==> src/rtl/sterownik_akumulatora.sv <==
// sterownik_akumulatora: 3-cycle fetch/decode/execute controller for the accumulator datapath.
module sterownik_akumulatora #(
  parameter int ALU_rozm_data = 8,
  parameter int PC_rozm = 5
) (
  input  logic                     clk,
  input  logic                     rst,
  input  logic                     run,
  input  logic [7:0]               instr_in,
  input  logic                     akum_zero,
  output logic [PC_rozm-1:0]       pc,
  output logic [1:0]               alu_op,
  output logic [ALU_rozm_data-1:0] alu_b,
  output logic                     A_ce,
  output logic                     halted
);
  typedef enum logic [1:0] {FETCH, DECODE, EXECUTE, HALT} state_t;
  state_t state, state_nxt;
  logic [7:0] ir;
  logic [2:0] opc;
  logic [PC_rozm-1:0] pc_nxt;
  logic jump;
  assign opc = ir[7:5];
  assign jump = opc == 3'd5 || (opc == 3'd6 && akum_zero);
  always_ff @(posedge clk or posedge rst) begin
    if (rst) begin
      state <= FETCH;
      pc <= '0;
      ir <= '0;
    end else begin
      state <= state_nxt;
      pc <= pc_nxt;
      if (state == DECODE) ir <= instr_in;
    end
  end
  // Outputs depend only on state and IR, so the async reset clears them at once.
  always_comb begin
    state_nxt = state;
    pc_nxt = pc;
    alu_op = 2'b00;
    alu_b = '0;
    A_ce = 1'b0;
    halted = state == HALT;
    case (state)
      FETCH: state_nxt = run ? DECODE : FETCH;
      DECODE: state_nxt = EXECUTE;
      EXECUTE: begin
        state_nxt = opc == 3'd7 ? HALT : FETCH;
        A_ce = opc inside {[3'd1:3'd4]};
        alu_op = A_ce ? 2'(opc - 3'd1) : 2'b00;
        alu_b = ALU_rozm_data'(ir[4:0]);
        pc_nxt = jump ? PC_rozm'(ir[4:0]) : opc == 3'd7 ? pc : pc + 1'b1;
      end
      default: ;
    endcase
  end
endmodule

==> config.mk <==
export PLATFORM = sky130hd
export DESIGN_NAME = sterownik_akumulatora
export DESIGN_NICKNAME = d
export VERILOG_FILES = /design/src/rtl/sterownik_akumulatora.sv
export SDC_FILE = /design/constraint.sdc
export NUM_CORES = 1
export LEC_CHECK = 0
export CELL_PAD_IN_SITES_DETAIL_PLACEMENT = 1
export CELL_PAD_IN_SITES_GLOBAL_PLACEMENT = 1
export CORE_MARGIN = 4
export CORE_UTILIZATION = 45
export CTS_CLUSTER_DIAMETER = 120
export CTS_CLUSTER_SIZE = 10
export DETAILED_ROUTE_END_ITERATION = 10
export DONT_BUFFER_PORTS = 1
export GPL_ROUTABILITY_DRIVEN = 0
export GPL_TIMING_DRIVEN = 1
export PLACE_DENSITY_LB_ADDON = 0.1
export RECOVER_POWER = 50
export SYNTH_ARGS = -nofsm -noshare
export SYNTH_HDL_FRONTEND = slang
export SYNTH_SLANG_ARGS = --single-unit
==> constraint.sdc <==
create_clock -name clk -period 2.3 [get_ports clk]
set_input_delay 0.46 -clock clk [delete_from_list [all_inputs] [get_ports clk]]
set_output_delay 0.46 -clock clk [all_outputs]
set_load 0.02 [all_outputs]
; After elaboration in Yosys (flattened, before gate mapping)
; Cells that the tools add are included.
[word_totals]
reg_bits = 15
latch_bits = 0
ramBits = 0
romBits = 0
input_bits = 12
elab_cells = 29
memories = 0
[op_classes]
n_addsub = 2
n_mul = 0
n_div = 0
order_cmp = 2
n_eq_ne = 7
shifts = 0
mux = 9
n_bitwise = 0
reduce_logical = 6
[ops]
columns = op, count
row1 = two-way mux 5 bit, 3
row2 = "equality test 3 bit, second input constant", 3
row3 = two-way mux 2 bit, 3
row4 = case mux 2 bit (3 select lines), 1
row5 = "adder 5 x 1 -> 5 bit, second input constant", 1
row6 = "equality test 2 bit, second input constant", 2
row7 = ">= comparator 3 x 1 -> 1 bit, second input constant", 1
row8 = "<= comparator 3 bit, second input constant", 1
row9 = nonzero test 3 bit, 1
row10 = "equality test 2 x 1 -> 1 bit, second input constant", 1
row11 = logical AND 1 bit, 2
row12 = logical NOT 2 bit, 1
row13 = two-way mux 1 bit, 2
row14 = "inequality test 2 bit, second input constant", 1
row15 = AND reduction 2 bit, 1
row16 = "subtractor 2 x 1 -> 2 bit, second input constant", 1
row17 = logical OR 1 bit, 1

; Longest topological paths before layout
[depth]
depth_word = 5
mapped_depth = 7

; Worst setup path before layout
; OpenSTA, ideal clock, no wires.
[synth_timing]
kind = reg-to-output
start = register ir[6]
end = output port A_ce
arrival_time_ns = 1.317
required_time_ns = 1.840
path_slack_ns = 0.523
stages_incl_launch_ff = 6
path_buffers = 0
path_cell_list = dfrtp_1 inv_1 ha_1 or4_4 o211ai_2 inv_1
[synth_between]
elab_chain_cells = 3
elab_cells_between_ends = 4
cone_classes = order compare (2) / mux (1) / reduce/logical (1)
[synth_rtl]
columns = item, line_no
row1 = from (decl), 19  ; logic [7:0] ir;
row2 = from (signal assigned), 33  ; if (state == DECODE) ir <= instr_in;
row3 = >= comparator 3 x 1 -> 1 bit or <= comparator 3 bit (tied branches), 49  ; A_ce = opc inside {[3'd1:3'd4]};
row4 = logical AND 1 bit (*), 49
row5 = two-way mux 1 bit (*), 44  ; case (state)
row6 = to (decl), 14  ; output logic A_ce,
; Every way passes the cells marked *; elsewhere a longest branch is shown, timed or not.

; Final worst setup path
; Ends and elaborated chain as after synthesis.

==> flow_summary.toml <==
[grt]
antenna_found_initial = 0
gr-total-overflow = 0
grt_pass1_wl_um = 3490
grt_max_degree = 16
grt_usage_pct = 16.9
first_global_vias = 735

[critical_path]
r2r_slack_ns = 0.40
r2r-start = "state[0]"
r2r_cells = 6
path_max_fanout = 4
startpoint_type = "register"
cp_slowest_cell = "or4_4"
cp_data_required_time_ns = 1.84
path_cells = "inv_1 -> ha_1 -> or4_4 -> o211ai_2 -> inv_1"
slowest_delay_ns = 0.48
critPathKind = "register to output pin"
arrival_ns = 1.71
endpoint_kind = "output pin"
startpoint = "ir[6]"
cp_common_cell = "inv_1"
crit_path_end = "A_ce"
worstReg2RegEnd = "pc[3]"

[die]
initial_core_util_pct = 47.9
core_um2 = 2000
die_x_um = 54.2
rows = 16
die_area_um2 = 2940
ios = 29
die_h_um = 54.2

[run]
maxCapViolations = 0

[clock_network]
cts_buffers = 3
post_cts_buffers = 0
cts-root-buf = "clkbuf_4"
h-tree-depth = 1
worst_skew_pair.late_latency_ns = 0.28
clockBufferDepth = 2
clock-sinks = 15
cts_resized = 0
cts_hold_buf = 0
cts_tree = "yes"
cts.clk_slew.worst_paths_ns = 0.09

[timing]
min_period_over_period_pct = 94.6
fin_crit_ns = 2.17
clock.fmax_mhz = 460
final_max_slew_viol_count = 0
hold_viol = 0
worst_pin_slew_ns = 0.613
setup_viol = 0
slew_headroom_pct = 59.1
rsz0062_at_grt = "no"
fin_setup_tns_ns = 0
skew_ns = 0.00400

[cells_and_area]
finalNetCount = 123
area_growth_pct = 2.61
diodes = 0
fin_util_pct = 49.2
multiInputGateArea_um2 = 514
layout_commonest_cell = "dfrtp_1"
layout_common_cells = "15 x dfrtp_1, 11 x nand2_1, 9 x inv_1, 9 x ha_1, 7 x a21oi_1"
n_fill_cell = 233
ff_latch_area_um2 = 375
final_layout_size_suffix_gt1_share_pct = 11.9

[placement]
hpwl_um = 1620
io_buffers = 0

[min_path]
hp-class = "input pin to async pin"

[route]
drtIter0Drc = 12
wl_per_cell_um = 16.5
totalWireLength_um = 2110
drc = 0
dr.pass1.iters = 4
vias_per_cell = 5.87
ant_nets = 0
num_vias = 751

[synthesis]
ys_warn_count = 0
ys_seq_elements = 15
syn_area_per_cell_um2 = 9.50
netlist_area_um2 = 960
synth_cell_type_count = 30
ys_seq_area_share_pct = 39.1
synthCells = 101

[pwr]
power.density_nw_per_um2 = 1450
vdd_ir_drop_max_mv = 0.535
power_leakage_uw = 0.000459
power_uw = 1430

[run_status]
outcome = "finished, final reports clean"
synth_stat cells:
cell type / n / share of area, %
mux2_2: 5 / 5.9
a21oi_1: 7 / 3.7
a31oi_2: 1 / 1.3
buf_6: 1 / 1.2
o211ai_2: 1 / 1.3
nor2b_1: 1 / 0.65
buf_2: 2 / 1.0
inv_1: 9 / 3.5
buf_4: 3 / 2.3
a41o_1: 1 / 1.0
nor3_1: 3 / 1.6
mux2i_1: 2 / 2.1
a21o_1: 1 / 0.78
nor2_1: 3 / 1.2
a31oi_1: 1 / 0.65
dfrtp_1: 15 / 39
o31ai_1: 1 / 0.78
a211o_1: 1 / 0.91
o21ai_0: 6 / 3.1
or4_4: 1 / 1.2
a2bb2oi_1: 1 / 0.91
nand3_1: 3 / 1.6
nor3b_1: 1 / 0.78
nor4_1: 2 / 1.3
o31a_1: 1 / 0.91
a211oi_1: 2 / 1.6
and2_1: 5 / 3.3
nand2_1: 11 / 4.3
conb_1: 1 / 0.39
ha_1: 9 / 12
registers in the layout, indices dropped and copies added (netlist names):
| register | count |
|---|---|
| state | 2 |
| ir | 8 |
| pc | 5 |
worst max-delay path, delay by kind of cell, from the launching register on:
family	cells	cell delay, ns
compound gates	1	0.10
flops	1	0.40
simple gates	1	0.48
fa+ha+maj	1	0.21
buf+inv	2	0.24
logic make-up after synthesis:
| group | count (synthesis) | share of synthesized area, % |
|---|---|---|
| and+or+nand+nor | 30 | 15.8 |
| AOI/OAI and AO/OA | 24 | 16.9 |
| buffers and inverters | 15 | 8.08 |
| DFF | 15 | 39.1 |
| adders and majority gates | 9 | 11.7 |
| muxes | 7 | 7.95 |
| other | 1 | 0.391 |
worst min-delay path by stage:
| stage | cells past startpoint | slack (ns) | endpoint |
|---|---|---|---|
| 2_1_floorplan | 1 | 0.36 | ir[0] |
| 3_3_place_gp | 1 | 0.43 | ir[2] |
| 3_5_place_dp | 1 | 0.45 | ir[2] |
| 4_1_cts | 1 | 0.12 | ir[2] |
| 5_1_grt | 1 | 0.14 | ir[2] |
| 6_report | 1 | 0.13 | ir[2] |
cell type report:
| type | instances | share of cell area (%) |
|---|---|---|
| Clock buffer | 3 | 2.29 |
| Clock inverter | 1 | 0.508 |
| Inverter | 9 | 3.43 |
| Multi-Input combinational cell | 73 | 52.2 |
| Sequential cell | 15 | 38.1 |
| Tap cell | 27 | 3.43 |
power by group:
group	switching, µW	internal (µW)
Clock	83.8	64.6
Combinational	394	282
Sequential	210	391
Total	688	738
metrics by stage:
step           hold slack [ns]  instance area (µm²)  cells  setup slack [ns]
6_report                 0.125                  985    128             0.125
4_1_cts                  0.115                  985    128            0.0905
3_3_place_gp             0.432                  957    124             0.471
3_5_place_dp             0.451                  957    124             0.432
5_1_grt                  0.136                  985    128           0.00891
2_1_floorplan            0.361                  967    103             0.523
metal layers:
metal	global-route usage, %	wire length (µm)	vias to the layer above
met3	7.48	137	2
li1	-	-	344
met1	23.2	997	381
met2	24.7	964	24
met5	0	0	-
met4	2.49	9	0
Note: power is estimated with default switching activity, not from simulation.
